--- src/rtl/dmem_port_arbiter.sv ---
// dmem_port_arbiter
//   Shares one data-memory port between an instruction-fetch requester and a
//   ld/st queue. Only one request is in flight at a time. Each request goes
//   through three phases: it is granted in IDLE, presented to memory in BUSY
//   until mem_ack, and answered with a one-cycle response strobe in RESP.
//
// Build option:
//   ARB_ROUND_ROBIN_EN - when both requesters are valid, grant the one that was
//                        not granted last. When undefined, ld/st always wins
//                        and fetch may starve.
//
// Ports:
//   clk, reset                       clock, asynchronous active-high reset
//   f_req_valid/addr/ready           fetch (read-only) request handshake
//   l_req_valid/rw/addr/data/id/ready ld/st request handshake
//   mem_valid/rw/addr/wdata          request presented to the shared port
//   mem_ack, mem_rdata               memory completion and read data
//   f_resp_valid, l_resp_valid       one-cycle response strobes per owner
//   resp_data, resp_id               response payload, held between responses
//   stall_out                        ld/st request pending but not accepted
//
// state | meaning
// IDLE  | no request in flight; grant one requester
// BUSY  | latched request on the memory port, waiting for mem_ack
// RESP  | one-cycle response strobe to the owner
module dmem_port_arbiter #(
  parameter int ADDR_W = 32,
  parameter int DATA_W = 32,
  parameter int ID_W   = 4
) (
  input  logic              clk,
  input  logic              reset,
  input  logic              f_req_valid,
  input  logic [ADDR_W-1:0] f_req_addr,
  output logic              f_req_ready,
  input  logic              l_req_valid,
  input  logic              l_req_rw,
  input  logic [ADDR_W-1:0] l_req_addr,
  input  logic [DATA_W-1:0] l_req_data,
  input  logic [ID_W-1:0]   l_req_id,
  output logic              l_req_ready,
  output logic              mem_valid,
  output logic              mem_rw,
  output logic [ADDR_W-1:0] mem_addr,
  output logic [DATA_W-1:0] mem_wdata,
  input  logic              mem_ack,
  input  logic [DATA_W-1:0] mem_rdata,
  output logic              f_resp_valid,
  output logic              l_resp_valid,
  output logic [DATA_W-1:0] resp_data,
  output logic [ID_W-1:0]   resp_id,
  output logic              stall_out
);

  typedef enum logic [1:0] {
    S_IDLE = 2'd0,
    S_BUSY = 2'd1,
    S_RESP = 2'd2
  } state_t;

  state_t          state, state_nxt;
  logic            owner_l;
  logic [ID_W-1:0] lat_id;
  logic            grant_f, grant_l;

`ifdef ARB_ROUND_ROBIN_EN
  logic last_l;  // 1 = ld/st was granted last, 0 = fetch

  always_ff @(posedge clk or posedge reset) begin
    if (reset)
      last_l <= 1'b0;
    else if (l_req_ready)
      last_l <= 1'b1;
    else if (f_req_ready)
      last_l <= 1'b0;
  end

  always_comb begin
    grant_f = 1'b0;
    grant_l = 1'b0;
    if (f_req_valid && l_req_valid) begin
      grant_f = last_l;
      grant_l = !last_l;
    end else begin
      grant_f = f_req_valid;
      grant_l = l_req_valid;
    end
  end
`else
  always_comb begin
    grant_l = l_req_valid;
    grant_f = f_req_valid && !l_req_valid;
  end
`endif

  // State register
  always_ff @(posedge clk or posedge reset) begin
    if (reset)
      state <= S_IDLE;
    else
      state <= state_nxt;
  end

  // Next-state logic; mem_ack only matters in BUSY
  always_comb begin
    state_nxt = state;
    case (state)
      S_IDLE:  if (f_req_valid || l_req_valid) state_nxt = S_BUSY;
      S_BUSY:  if (mem_ack) state_nxt = S_RESP;
      S_RESP:  state_nxt = S_IDLE;
      default: state_nxt = S_IDLE;
    endcase
  end

  // Outputs decoded from state; mem_valid follows state so reset drops it at once
  always_comb begin
    f_req_ready  = (state == S_IDLE) && grant_f;
    l_req_ready  = (state == S_IDLE) && grant_l;
    mem_valid    = (state == S_BUSY);
    f_resp_valid = (state == S_RESP) && !owner_l;
    l_resp_valid = (state == S_RESP) && owner_l;
    stall_out    = l_req_valid && !l_req_ready;
  end

  // Request latch and response registers
  always_ff @(posedge clk or posedge reset) begin
    if (reset) begin
      mem_rw    <= 1'b0;
      mem_addr  <= '0;
      mem_wdata <= '0;
      lat_id    <= '0;
      owner_l   <= 1'b0;
      resp_data <= '0;
      resp_id   <= '0;
    end else begin
      if (l_req_ready) begin
        mem_rw    <= l_req_rw;
        mem_addr  <= l_req_addr;
        mem_wdata <= l_req_data;
        lat_id    <= l_req_id;
        owner_l   <= 1'b1;
      end else if (f_req_ready) begin
        mem_rw    <= 1'b0;
        mem_addr  <= f_req_addr;
        mem_wdata <= '0;
        lat_id    <= '0;
        owner_l   <= 1'b0;
      end
      // resp_id is loaded here rather than at grant so it holds until the next response
      if ((state == S_BUSY) && mem_ack) begin
        resp_data <= mem_rw ? '0 : mem_rdata;
        resp_id   <= lat_id;
      end
    end
  end

endmodule
--- config.mk ---
export PLATFORM = sky130hd
export DESIGN_NAME = dmem_port_arbiter
export DESIGN_NICKNAME = d
export VERILOG_FILES = /design/src/rtl/dmem_port_arbiter.sv
export SDC_FILE = /design/constraint.sdc
export NUM_CORES = 1
export LEC_CHECK = 0
export ABC_AREA = 1
export CAP_MARGIN = 20
export CELL_PAD_IN_SITES_DETAIL_PLACEMENT = 0
export CELL_PAD_IN_SITES_GLOBAL_PLACEMENT = 1
export CORE_MARGIN = 2
export CORE_UTILIZATION = 28
export CTS_CLUSTER_DIAMETER = 60
export DETAILED_ROUTE_END_ITERATION = 10
export PLACE_DENSITY = 0.83
export SYNTH_ARGS = -nofsm -noshare
export SYNTH_HDL_FRONTEND = slang
export SYNTH_SLANG_ARGS = --single-unit
--- constraint.sdc ---
create_clock -name clk -period 3.95 [get_ports clk]
set_input_delay 0.79 -clock clk [delete_from_list [all_inputs] [get_ports clk]]
set_output_delay 0.79 -clock clk [all_outputs]
set_load 0.02 [all_outputs]
-- Word-level counts from Yosys, hierarchy flattened
Index checks and enable logic that the tools add are counted.
- equality and inequality tests: 4
- multiplexer cells: 13
- reductions and logical operators: 14
- operator list (kind ; number):
    2-to-1 mux 32 bit ; 5
    2-to-1 mux 4 bit ; 2
    logical AND 1 bit ; 7
    2-to-1 mux 2 bit ; 2
    one-hot mux 2 bit (2 select lines) ; 1
    logical NOT 1 bit ; 3
    2-to-1 mux 1 bit ; 3
    == test 2 x 1 -> 1 bit, second input constant ; 1
    == test 2 bit, second input constant ; 1
    logical NOT 2 bit ; 1
    inequality test 2 x 1 -> 1 bit, second input constant ; 1
    inequality test 2 bit, second input constant ; 1
    AND reduction 2 bit ; 1
    nonzero test 2 bit ; 1
    logical OR 1 bit ; 1
- register bits after elaboration: 108
- bits of input ports: 138

-- Longest topological paths before layout
Gate-level depths: netlist (run 1).
- depth after elaboration: 5
- depth in mapped cells: 7
- mapped depth without buffers: 6

-- Worst setup path after synthesis (run 1)
OpenSTA, ideal clock, no wires.
- path kind: input port to output port
- start: input port l_req_valid
- end: output port f_req_ready
- data arrival time: 1.449 ns
- path slack: 1.711 ns
- stages on the path: 3
- buffers on the path: 2
- cells stage by stage: buf_2 -> buf_1 -> nor2_1
- word-level cells in the longest chain between the ends: 3
- RTL lines (element ; RTL line ; source):
    from (decl) ; 36 ; input logic l_req_valid,
    logical NOT 1 bit ; 92 ; grant_f = f_req_valid && !l_req_valid;
    logical AND 1 bit ; 92 ;
    logical AND 1 bit ; 117 ; f_req_ready = (state == S_IDLE) && grant_f;
    to (decl) ; 35 ; output logic f_req_ready,
Every way passes these cells.

-- Final worst setup path (run 1)
- start: input port l_req_valid
- end: output port l_req_ready
- word-level cells in the longest chain between the ends: 1
- RTL lines (element ; RTL line ; source):
    logical AND 1 bit ; 118 ; l_req_ready = (state == S_IDLE) && grant_l;
    to (decl) ; 41 ; output logic l_req_ready,
Every way passes these cells.

==> PnR_summary.wiki, run 1 <==
{| class="wikitable"
! Metric !! Value
|-
| DRC || 0
|-
| Post-synthesis area per instance || 7.95 um2
|-
| Final hold violation count || 0
|-
| Net count of the mapped netlist || 736
|-
| Standard-cell rows || 47
|-
| CTS H-tree lvls || 3
|-
| Highest attainable clock frequency || 306 MHz
|-
| Antenna diodes || 0
|-
| Time the worst path needs with I/O delays and setup || 3.26 ns
|-
| Setup violators final || 0
|-
| PostCTS Resize Cnt || 0
|-
| Horizontal die dimension || 134 um
|-
| Layout overhead on the synthesized area || 61.4%
|-
| Result of the run || finished clean
|-
| Capture point of the worst path || l_req_ready
|-
| Combined global-route utilization of all metal layers || 16.1%
|-
| Required time of the critical path || 3.16 ns
|-
| Grt ovf || 0
|-
| CP Max Fanout || 9
|-
| Worst setup slack after layout || 0.687 ns
|-
| Final std cells w/o fill || 1052
|-
| Placed cell count || 1036
|-
| Number of cells on the worst reg-to-reg path || 6
|-
| Maximum clock skew at final layout || 0.0105 ns
|-
| Peak supply drop || 569 uV
|-
| Worst max-slew margin expressed relative to the limit || 34.5%
|-
| HPWL after detailed placement || 9910 um
|-
| Clock Pin Slew Worst Setup and Hold Paths || 0.07 ns
|-
| Setup crit start || l_req_valid
|-
| Launching point of the worst reg2reg path || state[0]
|-
| Launching element type of the critical path || primary input
|-
| Pin count of the biggest net entering global routing || 71
|-
| First-pass detailed-route iteration total || 4
|-
| Fraction of layout instances using a drive strength above 1 || 3.85%
|-
| Setup Fix Bufs, Post-CTS || 0
|-
| Routed vias || 4452
|-
| Count of unique library cells instantiated by Yosys || 18
|-
| Number of storage elements in the synthesis netlist || 108
|-
| GPL Wtd Cong || 0.729
|-
| Setup slack of the worst register-to-register path || 1.80 ns
|-
| Number of global-route vias before repair || 4294
|-
| Hold buffer count at CTS || 0
|-
| Worst flop-to-flop path endpoint || mem_addr[9]
|-
| Max clock buf depth || 2
|-
| Core box area || 16600 um2
|-
| Data arrival time at the worst-slack endpoint || 2.47 ns
|-
| Clock root buffer || sky130_fd_sc_hd__clkbuf_16
|-
| Starting Density || 28.7%
|-
| Unrepaired setup endpoints after global routing || no
|-
| Filler cell count || 1681
|-
| Final net count || 965
|-
| Worst Setup Path Type || primary input to output pin
|-
| Total CTS buffers || 9
|-
| Post-place setup slack || 0.693 ns
|-
| Die area || 18000 um2
|-
| Core occupancy in the finished layout || 46.3%
|-
| CP Capture Type || output pin
|-
| Least-Margin Pin Slew || 0.981 ns
|-
| Sequential area share after synthesis || 56.8%
|-
| Max Cap Violations || 0
|-
| Die height || 134 um
|-
| Max Transition Viols Final || 0
|-
| Synth warnings || 0
|-
| Class of the tightest hold or removal check || flop to flop
|-
| Boundary Pins || 245
|-
| Drt first-iter violations || 246
|-
| Detailed-route wire length per cell || 13.7 um
|-
| Number of routed nets with antenna violations || 0
|-
| Synth Cell Area || 4760 um2
|-
| Initial antenna violation count || 0
|-
| Sum of routed wire length over all layers || 14400 um
|-
| Via density per instance || 4.23
|-
| CTS tree || done
|-
| Leakage power || 0.00380 uW
|-
| Hold path depth || 2
|-
| Number of I/O port buffers || 244
|-
| Hold Worst Slack || 0.480 ns
|-
| Setup_tns || 0 ns
|-
| Clock insertion delay at the later pin of the skew report || 0.35 ns
|-
| Global-route wire length before repair || 22900 um
|-
| Count of mapped cells out of synthesis || 598
|-
| Fin crit share || 82.6%
|-
| Pwr/cell area || 779 nW/um2
|-
| Total clock sinks || 108
|}
metrics by stage:
stage	total power, uW	instance area [um2]
floorplan	3600	4760
global placement	5070	7370
detailed placement	5100	7370
CTS	6070	7680
global route	6410	7680
finish	5980	7680
registers in the layout, summed over array words and instances (netlist names):
| name | flops |
|---|---|
| resp_data | 32 |
| mem_addr | 32 |
| state | 2 |
| mem_rw | 1 |
| owner_l | 1 |
| resp_id | 4 |
| mem_wdata | 32 |
| lat_id | 4 |
area by class of cell:
| type | count | area (um2) | share of cell area, % |
|---|---|---|---|
| Sequential cell | 108 | 2700 | 35.2 |
| Timing Repair Buffer | 252 | 2510 | 32.8 |
| Multi-Input combinational cell | 381 | 1590 | 20.7 |
| Inverter | 75 | 284 | 3.70 |
| Tap cell | 220 | 275 | 3.59 |
| Clock buffer | 10 | 239 | 3.11 |
| Clock inverter | 6 | 68.8 | 0.896 |
worst min path at each step:
stage             startpoint             to  slack (ns)
2_1_floorplan      lat_id[0]     resp_id[0]        0.48
3_3_place_gp    mem_addr[16]   mem_addr[16]        0.46
3_5_place_dp   mem_wdata[23]  mem_wdata[23]        0.46
4_1_cts        mem_wdata[23]  mem_wdata[23]        0.48
5_1_grt          mem_addr[3]    mem_addr[3]        0.50
6_report       mem_wdata[23]  mem_wdata[23]        0.48
logic make-up (layout without fill, tap and decap cells):
family	Yosys count	count (layout)	share of synthesized area, %
AND/OR/NAND/NOR	337	337	28.6
buffers and inverters	109	343	9.84
flip-flops	108	108	56.8
AO/OA/AOI/OAI	44	44	4.71
Yosys cell counts:
library cell | n | area (um2)
sky130_fd_sc_hd__nand4_1 | 1 | 6.26
sky130_fd_sc_hd__o21ai_0 | 7 | 35.0
sky130_fd_sc_hd__nand2_2 | 2 | 12.5
sky130_fd_sc_hd__buf_4 | 7 | 52.6
sky130_fd_sc_hd__nor2_1 | 2 | 7.51
sky130_fd_sc_hd__clkbuf_1 | 5 | 18.8
sky130_fd_sc_hd__buf_1 | 1 | 3.75
sky130_fd_sc_hd__inv_1 | 72 | 270
sky130_fd_sc_hd__nand2_1 | 266 | 998
sky130_fd_sc_hd__buf_6 | 1 | 11.3
sky130_fd_sc_hd__dfrtp_1 | 108 | 2700
sky130_fd_sc_hd__nor3_1 | 2 | 10.0
sky130_fd_sc_hd__nand3_1 | 63 | 315
sky130_fd_sc_hd__buf_2 | 20 | 100
sky130_fd_sc_hd__o21ai_1 | 36 | 180
sky130_fd_sc_hd__o21ai_2 | 1 | 8.76
sky130_fd_sc_hd__inv_2 | 3 | 11.3
sky130_fd_sc_hd__nor2_4 | 1 | 11.3
per-layer routing:
metal	GRT usage, %	up-vias	share of wire, %
met3	5.25	18	8.8
met1	21.0	1980	45
met5	0	-	0
met4	6.02	0	2.1
met2	25.1	172	44
li1	-	2282	-
worst max-delay path: stages:
cell and delay, ns:
sky130_fd_sc_hd__clkdlybuf4s50_1 0.78, sky130_fd_sc_hd__nand2_2 0.14, sky130_fd_sc_hd__inv_2 0.09, sky130_fd_sc_hd__clkdlybuf4s50_1 0.67
layout by cell type (no fill, tap or decap):
cell type | netlist | final
sky130_fd_sc_hd__o21ai_4 | 0 | 1
sky130_fd_sc_hd__o21ai_1 | 36 | 36
sky130_fd_sc_hd__buf_12 | 0 | 1
sky130_fd_sc_hd__inv_1 | 72 | 71
sky130_fd_sc_hd__nand3_1 | 63 | 63
sky130_fd_sc_hd__nand2_1 | 266 | 266
sky130_fd_sc_hd__buf_4 | 7 | 7
sky130_fd_sc_hd__dfrtp_1 | 108 | 108
sky130_fd_sc_hd__o21ai_0 | 7 | 7
sky130_fd_sc_hd__inv_2 | 3 | 3
sky130_fd_sc_hd__clkdlybuf4s50_1 | 0 | 244
sky130_fd_sc_hd__nor3_1 | 2 | 2
sky130_fd_sc_hd__clkinv_2 | 0 | 1
sky130_fd_sc_hd__inv_4 | 0 | 1
sky130_fd_sc_hd__clkinvlp_4 | 0 | 1
sky130_fd_sc_hd__nand2_2 | 2 | 2
sky130_fd_sc_hd__clkbuf_8 | 0 | 1
sky130_fd_sc_hd__nor2_4 | 1 | 1
sky130_fd_sc_hd__nand4_1 | 1 | 1
sky130_fd_sc_hd__nor2_1 | 2 | 2
sky130_fd_sc_hd__inv_6 | 0 | 3
sky130_fd_sc_hd__bufinv_16 | 0 | 1
sky130_fd_sc_hd__clkbuf_16 | 0 | 9
where the power goes:
part | internal, uW | switching, uW | leakage, uW
clock network | 516 | 429 | 0.000150
registers | 1650 | 283 | 0.00136
logic | 1360 | 1750 | 0.00229
total | 3520 | 2460 | 0.00380
Power figures use the tool's default switching activity.
==> run 2: changes to the inputs <==
--- a/config.mk
+++ b/config.mk
@@ -10,10 +10,10 @@
 export CELL_PAD_IN_SITES_DETAIL_PLACEMENT = 0
 export CELL_PAD_IN_SITES_GLOBAL_PLACEMENT = 1
 export CORE_MARGIN = 2
-export CORE_UTILIZATION = 28
+export CORE_UTILIZATION = 25
 export CTS_CLUSTER_DIAMETER = 60
 export DETAILED_ROUTE_END_ITERATION = 10
-export PLACE_DENSITY = 0.83
+export PLACE_DENSITY = 0.79
 export SYNTH_ARGS = -nofsm -noshare
 export SYNTH_HDL_FRONTEND = slang
 export SYNTH_SLANG_ARGS = --single-unit
==> constraint.sdc (replaced) <==
create_clock -name clk -period 2.9 [get_ports clk]
set_input_delay 0.58 -clock clk [delete_from_list [all_inputs] [get_ports clk]]
set_output_delay 0.58 -clock clk [all_outputs]
set_load 0.02 [all_outputs]
==> run 2 against run 1 <==
  * Worst hold slack better by 0.0018 ns
  * Design area is 1.1% higher
  * Core utilization is 4.8 points lower
  * Die area is 12% higher
  * Sequential share of layout area is 0.37 points lower
  * Critical path depth stayed put
  * Critical endpoint is now stall_out
  * Combinational power is 39% higher
  * Wire length is 4.2% higher
  * Register-to-register slack worse by 0.71 ns
==> PnR_summary.wiki, run 2 (same netlist as run 1, synthesis figures left out) <==
{| class="wikitable"
! Metric !! Value
|-
| Detailed-route wire length per cell || 14.0 um
|-
| Placed cell area || 7460 um2
|-
| Worst path cell trace || clkdlybuf4s50_1 -> inv_1 -> nor2_1 -> clkdlybuf4s50_1
|-
| Starting Density || 25.4%
|-
| CP Capture Type || output pin
|-
| Time the worst path needs with I/O delays and setup || 2.63 ns
|-
| Pwr/cell area || 1060 nW/um2
|-
| Peak supply drop || 334 uV
|-
| DRC || 0
|-
| Horizontal die dimension || 142 um
|-
| Levels on crit path || 4
|-
| Max Cap Violations || 0
|-
| Global-route wire length before repair || 23600 um
|-
| Sum of routed wire length over all layers || 15000 um
|-
| Pin count of the biggest net entering global routing || 74
|-
| Largest registers || mem_addr x32, mem_wdata x32, resp_data x32
|-
| CTS H-tree lvls || 3
|-
| Clock root buffer || sky130_fd_sc_hd__clkbuf_16
|-
| Setup slack of the worst register-to-register path || 1.09 ns
|-
| Max clock buf depth || 2
|-
| Hold Worst Slack || 0.481 ns
|-
| PostCTS Resize Cnt || 0
|-
| Capture point of the worst path || stall_out
|-
| Top library cells by usage in the layout, fill and taps aside || sky130_fd_sc_hd__nand2_1 (266), sky130_fd_sc_hd__clkdlybuf4s50_1 (244), sky130_fd_sc_hd__dfrtp_1 (108), sky130_fd_sc_hd__inv_1 (71), sky130_fd_sc_hd__nand3_1 (63)
|-
| Fin crit share || 90.5%
|-
| Fraction of layout instances using a drive strength above 1 || 4.31%
|-
| Initial antenna violation count || 1
|-
| Buffers plus inverters on the worst setup path || 3
|-
| Class of the tightest hold or removal check || flop to flop
|-
| Result of the run || finished clean
|-
| Worst Setup Path Type || primary input to output pin
|-
| Standard-cell rows || 50
|-
| Required time of the critical path || 2.32 ns
|-
| Setup crit start || l_req_valid
|-
| Total CTS buffers || 9
|-
| Setup Fix Bufs, Post-CTS || 0
|-
| Clock Pin Slew Worst Setup and Hold Paths || 0.08 ns
|-
| First-pass detailed-route iteration total || 4
|-
| HPWL after detailed placement || 10600 um
|-
| Kind of cell with the highest combined delay on the critical path || buffers and inverters
|-
| Unrepaired setup endpoints after global routing || no
|-
| Hold buffer count at CTS || 0
|-
| Number of routed nets with antenna violations || 0
|-
| Data arrival time at the worst-slack endpoint || 2.05 ns
|-
| Worst setup slack after layout || 0.275 ns
|-
| Grt ovf || 0
|-
| CTS tree || done
|-
| Worst flop-to-flop path endpoint || mem_addr[24]
|-
| Number of cells on the worst reg-to-reg path || 6
|-
| Least-Margin Pin Slew || 0.708 ns
|-
| Boundary Pins || 245
|-
| Clock insertion delay at the later pin of the skew report || 0.35 ns
|-
| Setup violators final || 0
|-
| CP Max Fanout || 5
|-
| Combined global-route utilization of all metal layers || 15.0%
|-
| Post-place setup slack || 0.215 ns
|-
| Number of I/O port buffers || 244
|-
| Layout overhead on the synthesized area || 63.1%
|-
| Via density per instance || 4.25
|-
| Total clock sinks || 108
|-
| Die area || 20100 um2
|-
| Worst max-slew margin expressed relative to the limit || 52.7%
|-
| Max Transition Viols Final || 0
|-
| Final hold violation count || 0
|-
| Most frequent CP cell || sky130_fd_sc_hd__clkdlybuf4s50_1
|-
| Leakage power || 0.00382 uW
|-
| Core box area || 18700 um2
|-
| Number of global-route vias before repair || 4414
|-
| Die height || 142 um
|-
| Maximum clock skew at final layout || 0.00453 ns
|-
| Launching element type of the critical path || primary input
|-
| Launching point of the worst reg2reg path || state[0]
|-
| CP max stage cell || sky130_fd_sc_hd__clkdlybuf4s50_1
|-
| Routed vias || 4548
|-
| Most common library cell in the layout ignoring fill and taps || sky130_fd_sc_hd__nand2_1
|-
| Drt first-iter violations || 207
|-
| Setup_tns || 0 ns
|-
| GPL Wtd Cong || 0.760
|-
| Final net count || 969
|-
| Worst stage delay on the critical path || 0.63 ns
|-
| Post-layout instance area || 7760 um2
|-
| Highest attainable clock frequency || 381 MHz
|}
run 2: cell types whose count changed in the layout (fill, tap and decap cells not counted):
| cell | change |
|---|---|
| sky130_fd_sc_hd__buf_12 | +3 |
| sky130_fd_sc_hd__buf_4 | +1 |
| sky130_fd_sc_hd__clkbuf_8 | -1 |
| sky130_fd_sc_hd__clkinv_2 | +1 |
| sky130_fd_sc_hd__clkinvlp_4 | +2 |
| sky130_fd_sc_hd__diode_2 | +1 |
| sky130_fd_sc_hd__inv_4 | -1 |
| sky130_fd_sc_hd__inv_6 | -2 |
| sky130_fd_sc_hd__inv_8 | +1 |
run 2: stage by stage:
step	power [uW]	utilization, %	cells
after CTS	8350	41.5	1070
after global placement	7000	39.9	1054
after global routing	8800	41.5	1070
after floorplan	4900	-	598
after detailed placement	7030	39.9	1054
final	8200	41.5	1071
run 2: worst min path at each step:
stage | startpoint | endpoint | slack (ns) | cells after the start
after floorplan | lat_id[0] | resp_id[0] | 0.48 | 2
after global placement | mem_wdata[10] | mem_wdata[10] | 0.46 | 2
after detailed placement | mem_wdata[6] | mem_wdata[6] | 0.46 | 2
after CTS | mem_addr[21] | mem_addr[21] | 0.48 | 2
after global routing | mem_addr[6] | mem_addr[6] | 0.50 | 2
final | mem_addr[6] | mem_addr[6] | 0.48 | 2
run 2: area by class of cell:
type | count | area [um2]
Fill cell | 1881 | 10900
Multi-Input combinational cell | 381 | 1590
Tap cell | 234 | 293
Sequential cell | 108 | 2700
Antenna cell | 1 | 2.50
Timing Repair Buffer | 256 | 2580
Clock inverter | 7 | 75.1
Inverter | 75 | 285
Clock buffer | 9 | 225
run 2: tightest hold or removal path, stage by stage, from the launching register on:
cell	delay (ns)
sky130_fd_sc_hd__dfrtp_1	0.34
sky130_fd_sc_hd__nand2_1	0.05
sky130_fd_sc_hd__nand2_1	0.05
run 2: power breakdown:
part	switching [uW]	leakage, uW	internal [uW]
sequential	384	0.00136	2250
combinational	2400	0.00232	1900
clock	597	0.000144	677
total	3380	0.00382	4820
run 2: per-layer routing:
layer	GRT usage (%)	vias up	wire length (um)
met2	24.8	166	7040
met1	18.6	2083	6430
met4	4.32	2	168
met5	0	-	60
met3	5.10	13	1310
li1	-	2284	-
==> run 3: changes to the inputs <==
--- a/config.mk
+++ b/config.mk
@@ -12,7 +12,9 @@
 export CORE_MARGIN = 2
 export CORE_UTILIZATION = 25
 export CTS_CLUSTER_DIAMETER = 60
+export CTS_CLUSTER_SIZE = 25
 export DETAILED_ROUTE_END_ITERATION = 10
+export MAX_ROUTING_LAYER = met4
 export PLACE_DENSITY = 0.79
 export SYNTH_ARGS = -nofsm -noshare
 export SYNTH_HDL_FRONTEND = slang
==> run 3 against run 2 <==
  * Final cell count is the same
  * Die area is the same
  * Combinational power is essentially flat
  * Highest routed layer is now met4
  * Clock power is essentially flat
  * Clock skew grew 0.00090 ns
==> PnR_summary.wiki, run 3 (same netlist as run 1, synthesis figures left out) <==
{| class="wikitable"
! Metric !! Value
|-
| Result of the run || finished clean
|-
| Unrepaired setup endpoints after global routing || no
|-
| Most frequent CP cell || sky130_fd_sc_hd__clkdlybuf4s50_1
|-
| Boundary Pins || 245
|-
| Grt ovf || 0
|-
| Setup Fix Bufs, Post-CTS || 0
|-
| Total CTS buffers || 9
|-
| Required time of the critical path || 2.32 ns
|-
| First-pass detailed-route iteration total || 4
|-
| Total clock sinks || 108
|-
| Worst max-slew margin expressed relative to the limit || 52.7%
|-
| CP max stage cell || sky130_fd_sc_hd__clkdlybuf4s50_1
|-
| Largest registers || mem_addr x32, mem_wdata x32, resp_data x32
|-
| Combined global-route utilization of all metal layers || 15.4%
|-
| DRC || 0
|-
| Area used by multi-input combinational logic || 1590 um2
|-
| Pin count of the biggest net entering global routing || 74
|-
| Die area || 20100 um2
|-
| Worst stage delay on the critical path || 0.63 ns
|-
| Hold buffer count at CTS || 0
|-
| Global-route wire length before repair || 23500 um
|-
| Max Cap Violations || 0
|-
| Fin crit share || 90.5%
|-
| Setup slack of the worst register-to-register path || 1.07 ns
|-
| Clock root buffer || sky130_fd_sc_hd__clkbuf_16
|-
| Max clock buf depth || 2
|-
| Starting Density || 25.4%
|-
| Maximum clock skew at final layout || 0.00543 ns
|-
| Data arrival time at the worst-slack endpoint || 2.05 ns
|-
| Final hold violation count || 0
|-
| Pwr/cell area || 1060 nW/um2
|-
| Top library cells by usage in the layout, fill and taps aside || sky130_fd_sc_hd__nand2_1 (266), sky130_fd_sc_hd__clkdlybuf4s50_1 (244), sky130_fd_sc_hd__dfrtp_1 (108), sky130_fd_sc_hd__inv_1 (71), sky130_fd_sc_hd__nand3_1 (63)
|-
| Drt first-iter violations || 193
|-
| CTS H-tree lvls || 3
|-
| Layout overhead on the synthesized area || 63.1%
|-
| Fraction of layout instances using a drive strength above 1 || 4.31%
|-
| Setup_tns || 0 ns
|-
| Number of cells on the worst reg-to-reg path || 6
|-
| Setup violators final || 0
|-
| CP Capture Type || output pin
|-
| Core box area || 18700 um2
|-
| Capture point of the worst path || stall_out
|-
| Class of the tightest hold or removal check || flop to flop
|-
| Worst flop-to-flop path endpoint || mem_addr[24]
|-
| Worst Setup Path Type || primary input to output pin
|-
| Max Transition Viols Final || 0
|-
| Via density per instance || 4.25
|-
| Most common library cell in the layout ignoring fill and taps || sky130_fd_sc_hd__nand2_1
|-
| Sum of routed wire length over all layers || 15100 um
|-
| Number of I/O port buffers || 244
|-
| Number of global-route vias before repair || 4416
|-
| Launching element type of the critical path || primary input
|-
| Worst path cell trace || clkdlybuf4s50_1 -> inv_1 -> nor2_1 -> clkdlybuf4s50_1
|-
| Peak supply drop || 334 uV
|-
| Routed vias || 4557
|-
| Horizontal die dimension || 142 um
|-
| CTS tree || done
|-
| Detailed-route wire length per cell || 14.1 um
|-
| Launching point of the worst reg2reg path || state[0]
|-
| Clock Pin Slew Worst Setup and Hold Paths || 0.08 ns
|-
| Total area of sequential cells || 2700 um2
|-
| GPL Wtd Cong || 0.770
|-
| Least-Margin Pin Slew || 0.709 ns
|-
| Initial antenna violation count || 1
|-
| HPWL after detailed placement || 10600 um
|-
| CP Max Fanout || 5
|-
| Standard-cell rows || 50
|-
| Final net count || 969
|-
| Die height || 142 um
|-
| Setup crit start || l_req_valid
|-
| Number of routed nets with antenna violations || 0
|-
| Highest attainable clock frequency || 381 MHz
|-
| Time the worst path needs with I/O delays and setup || 2.63 ns
|-
| PostCTS Resize Cnt || 0
|-
| Clock insertion delay at the later pin of the skew report || 0.35 ns
|-
| Total power || 8210 uW
|-
| Filler cell count || 1881
|-
| Leakage power || 0.00382 uW
|}
## run 3: power breakdown
group / leakage, uW / internal [uW] / switching [uW]
Sequential: 0.00136 / 2250 / 386
Clock: 0.000144 / 677 / 597
Combinational: 0.00232 / 1900 / 2400
Total: 0.00382 / 4820 / 3390
## run 3: critical path: cells and delay by family
| family | cells | cell delay (ns) |
|---|---|---|
| buffers and inverters | 3 | 1.35 |
| and+or+nand+nor | 1 | 0.10 |
## run 3: metal layers
metal	wire, um	GRT usage, %	vias up
met2	7050	24.8	165
li1	-	-	2282
met1	6610	19.0	2098
met5	0	-	-
met3	1210	4.42	12
met4	187	4.32	0
## run 3: area by class of cell
| type | instances | area share (%) |
|---|---|---|
| antenna | 1 | 0.0323 |
| clock buffer | 9 | 2.90 |
| clock inverter | 7 | 0.968 |
| inverter | 75 | 3.68 |
| multi-input combinational | 381 | 20.5 |
| sequential | 108 | 34.8 |
| tap | 234 | 3.77 |
| timing repair buffer | 256 | 33.3 |
## run 3: worst min path at each step
| stage | start | to | cells after the start |
|---|---|---|---|
| 2_1_floorplan | lat_id[0] | resp_id[0] | 2 |
| 3_3_place_gp | mem_wdata[10] | mem_wdata[10] | 2 |
| 3_5_place_dp | mem_wdata[6] | mem_wdata[6] | 2 |
| 4_1_cts | mem_addr[21] | mem_addr[21] | 2 |
| 5_1_grt | mem_addr[6] | mem_addr[6] | 2 |
| 6_report | mem_addr[6] | mem_addr[6] | 2 |
## run 3: metrics by stage
stage | area [um2] | instances | worst slack [ns] | hold WS (ns) | util (%)
floorplan | 4760 | 598 | 1.02 | 0.483 | -
global placement | 7460 | 1054 | 0.210 | 0.462 | 39.9
detailed placement | 7460 | 1054 | 0.215 | 0.464 | 39.9
CTS | 7760 | 1070 | 0.215 | 0.484 | 41.5
global route | 7760 | 1071 | 0.184 | 0.501 | 41.5
finish | 7760 | 1071 | 0.274 | 0.481 | 41.5
==> RTL edit 1: new RTL, flow settings as in run 3 <==
Re-encode `state_t` (3 states) as one-hot, 3 bits wide.
--- a/src/rtl/dmem_port_arbiter.sv
+++ b/src/rtl/dmem_port_arbiter.sv
@@ -53,8 +53,8 @@
 );
 
-  typedef enum logic [1:0] {
-    S_IDLE = 2'd0,
-    S_BUSY = 2'd1,
-    S_RESP = 2'd2
+  typedef enum logic [2:0] {
+    S_IDLE = 3'b001,
+    S_BUSY = 3'b010,
+    S_RESP = 3'b100
   } state_t;
 
Check against the original RTL: no difference found for any inputs over 10 cycles, from zero or initial values and one cycle with reset high; not proved beyond that.
==> RTL edit 1 against run 3 <==
- clock skew is 0.0015 ns higher
- routed wire length increased by 0.66%
- count of clock-buffer cells in the layout is the same
- worst setup slack got worse by 0.077 ns
- area after synthesis grew 1.9%
- cell area rose by 1.0%
- core utilization is essentially flat
- sequential cell count up 1
- total power decreased by 3.4%
- critical path type is now reg -> out
- highest routed layer unchanged
==> RTL edit 1: results <==
metrics = {
    "synthesis": {
        "avgSynthCellArea_um2": 7.89,
        "ys_seq_area_share_pct": 56.3,
        "synth_cell_types": 19,
        "synth_common_cells": "nand2_1 (271), dfrtp_1 (108), inv_1 (74)",
        "yosysWarnings": 0,
        "syn-num-nets": 752,
        "ys_async_sr_fraction_pct": 100,
        "synthTopCellsByArea": "dfrtp_1 (56%), nand2_1 (21%), inv_1 (5.7%)",
    },
    "setup_path": {
        "reg2reg_depth": 6,
        "critPathMaxFanout": 14,
        "startpoint": "state[2]$_DFFE_PP0P_",
        "r2r-start": "state[0]$_DFFE_PP1P_",
        "cp-start-kind": "flop",
        "arrival_ns": 2.12,
    },
    "finish": {
        "reg_top3": "mem_addr: 32 flops, mem_wdata: 32 flops, resp_data: 32 flops",
        "antenna_cells": 0,
        "drive_gt1_share_pct": 3.91,
        "final_nets": 980,
    },
    "cts": {
        "numCtsBuffers": 9,
        "ctsResizeCount": 0,
        "insertion_delay_ns": 0.34,
        "clk_pin_slew_ns": 0.07,
        "clockBufferDepth": 2,
        "h-tree-depth": 3,
    },
    "placement": {
        "place_inst": 1091,
        "dp.final_hpwl_mm": 10.4,
        "io_buffers": 244,
        "place_congestion": 0.745,
        "placed_cell_area_um2": 7560,
        "pre_cts_ws_ns": 0.245,
    },
    "drt": {
        "drt_iter0_drc": 160,
        "post_drt_wl_per_cell_um": 13.7,
        "drt-total-wl_mm": 15.2,
        "post_drt_via_cell_ratio": 4.20,
        "first_pass_iters": 4,
    },
    "sta": {
        "worstMarginPinSlew_ns": 0.676,
        "clock_skew_ns": 0.00695,
    },
    "run_status": {
        "status": "completed",
    },
    "grt": {
        "gr-total-overflow": 0,
        "grt_max_degree": 110,
        "grt_use_total_pct": 15.4,
        "antenna_found_initial": 0,
        "grt_pass1_vias": 4609,
        "grt_pass1_wl_mm": 24.1,
    },
    "power": {
        "leakage_nw": 3.85,
        "ir_worst_vdd_mv": 0.364,
    },
    "worst_hold_path": {
        "min_from": "mem_wdata[25]$_DFFE_PP0P_",
        "whs_path_depth": 2,
    },
}
==> RTL edit 1: cell families after synthesis <==
logic type | count (synthesis) | synth area share (%)
buf+inv | 115 | 9.55
compound gates | 43 | 4.44
simple gates | 347 | 29.7
flops | 109 | 56.3
==> RTL edit 1: final cells by class <==
| type | count | area [um^2] |
|---|---|---|
| clock buffers | 9 | 225 |
| well taps | 260 | 325 |
| flip-flops and latches | 109 | 2730 |
| inverters | 76 | 289 |
| fillers | 1937 | 11100 |
| repair buffers | 256 | 2560 |
| clock inverters | 4 | 51.3 |
| multi-input cells | 390 | 1660 |
==> RTL edit 1: path summary, 6_finish.rpt <==
check                      slack, ns                        end
setup / recovery                0.20                f_req_ready
hold / removal                  0.47  mem_wdata[25]$_DFFE_PP0P_
setup reg to reg                1.00  resp_data[16]$_DFFE_PP0P_
hold reg to reg                 0.47  mem_wdata[25]$_DFFE_PP0P_
max in group asynchronous       1.67   mem_addr[22]$_DFFE_PP0P_
min in group asynchronous       0.73  resp_data[31]$_DFFE_PP0P_
==> RTL edit 1: metal layers <==
metal	track usage (%)	part of all wire, %	vias up	routed length (um)
li1	-	-	2344	-
met1	19.8	45	2097	6890
met2	24.0	46	185	6930
met3	4.36	7.7	13	1160
met4	3.72	1.2	0	179
met5	-	0	-	0
==> RTL edit 1: power breakdown <==
group          internal, mW  total, mW  switching (mW)
Combinational          1.79       4.10            2.30
Sequential             2.22       2.61           0.389
Clock                 0.658       1.22           0.560
Total                  4.68       7.93            3.25
==> RTL edit 1: worst max-delay path, cell delays in order, from the launching register on <==
cell and delay, ns:
dfrtp_1 0.44, nor2_4 0.36, nand2_1 0.18, nor2_1 0.16
clkdlybuf4s50_1 0.63
==> RTL edit 2: new RTL, settings of run 3 <==
Without the edit above. The option `ARB_ROUND_ROBIN_EN` is turned on by a define.
--- a/src/rtl/dmem_port_arbiter.sv
+++ b/src/rtl/dmem_port_arbiter.sv
@@ -24,4 +24,6 @@
 // BUSY  | latched request on the memory port, waiting for mem_ack
 // RESP  | one-cycle response strobe to the owner
+`define ARB_ROUND_ROBIN_EN
+
 module dmem_port_arbiter #(
   parameter int ADDR_W = 32,
Behaviour: not the same (a bounded check fails within 4 cycles, from zero or initial values and one cycle with reset high).
==> RTL edit 2 against run 3 <==
- total power up 0.61%
- global-route usage fell by 0.076 points
- routed wire length grew 0.75%
- area after synthesis increased by 1.3%
- sequential power hardly changed
- worst hold slack got worse by 0.0031 ns
- largest power group unchanged
- cell area increased by 1.3%
- sequential cell count did not move
- cell count is 2.7% higher
- sequential share of layout area down 0.45 points
- die area is 1.3% higher
- worst setup slack worse by 0.039 ns
- largest cell class unchanged
==> RTL edit 2: results <==
metrics = {
    "synthesis": {
        "synth_common_cells": "nand2_1 (268), dfrtp_1 (108), inv_1 (75)",
        "syn-num-nets": 745,
        "synth_cell_types": 21,
        "synth_compound_area_share_pct": 4.85,
        "synth_cells": 607,
        "synthTopCellsByArea": "dfrtp_1 (56%), nand2_1 (21%), inv_1 (5.8%)",
    },
    "finish": {
        "syn_to_final_growth_pct": 63.1,
        "buffer_area_share_pct": 32.6,
        "final_nets": 973,
        "clock_cell_area_share_pct": 4.11,
        "n_all_buffers": 255,
        "nNonClkInverters": 78,
        "drive_gt1_share_pct": 4.17,
        "num-clock-buffers": 10,
        "multi_input_cells": 383,
    },
    "setup_path": {
        "max_stage_delay_ns": 0.61,
        "startpoint": "f_req_valid",
        "timing.rr.end": "mem_rw$_DFFE_PP0P_",
    },
    "placement": {
        "place_congestion": 0.768,
        "dp.final_hpwl_mm": 10.5,
        "placed_cell_area_um2": 7540,
    },
    "power": {
        "leakage_nw": 3.86,
        "power_density_nw_per_um2": 1050,
        "ir_worst_vdd_mv": 0.709,
        "clockPowerShare_pct": 16.4,
        "p_seq_mw": 2.62,
    },
    "grt": {
        "grt_pass1_vias": 4390,
        "grt_util_met2_pct": 24.5,
        "grt_pass1_wl_mm": 23.7,
        "grt_use_total_pct": 15.3,
        "antenna_found_initial": 0,
        "grt_max_degree": 109,
    },
    "drt": {
        "wl_met1_mm": 6.72,
        "wl_met2_mm": 7.35,
    },
    "worst_hold_path": {
        "min_from": "mem_wdata[12]$_DFFE_PP0P_",
    },
    "run_status": {
        "status": "completed",
    },
    "sta": {
        "clock_skew_ns": 0.00732,
    },
}
-- RTL edit 2: cell types whose count changed after synthesis --
| cell | run 3 | this run |
|---|---|---|
| nand3_1 | 63 | 32 |
| nand4_1 | 1 | 32 |
| clkbuf_1 | 5 | 14 |
| buf_4 | 7 | 2 |
| inv_1 | 72 | 75 |
| nand2_1 | 266 | 268 |
| nand2_2 | 2 | 0 |
| a211oi_1 | 0 | 1 |
| nand3_2 | 0 | 1 |
| nor2_1 | 2 | 1 |
| nor2_2 | 0 | 1 |
| o21ai_0 | 7 | 6 |
| o31ai_1 | 0 | 1 |
-- RTL edit 2: how the worst max path moves through the flow --
stage | endpoint | slack (ns) | cells past startpoint
5_1_grt | stall_out | 0.17 | 6
3_3_place_gp | stall_out | 0.26 | 6
6_report | stall_out | 0.24 | 6
3_5_place_dp | stall_out | 0.22 | 6
4_1_cts | stall_out | 0.22 | 6
2_1_floorplan | f_req_ready | 0.79 | 3
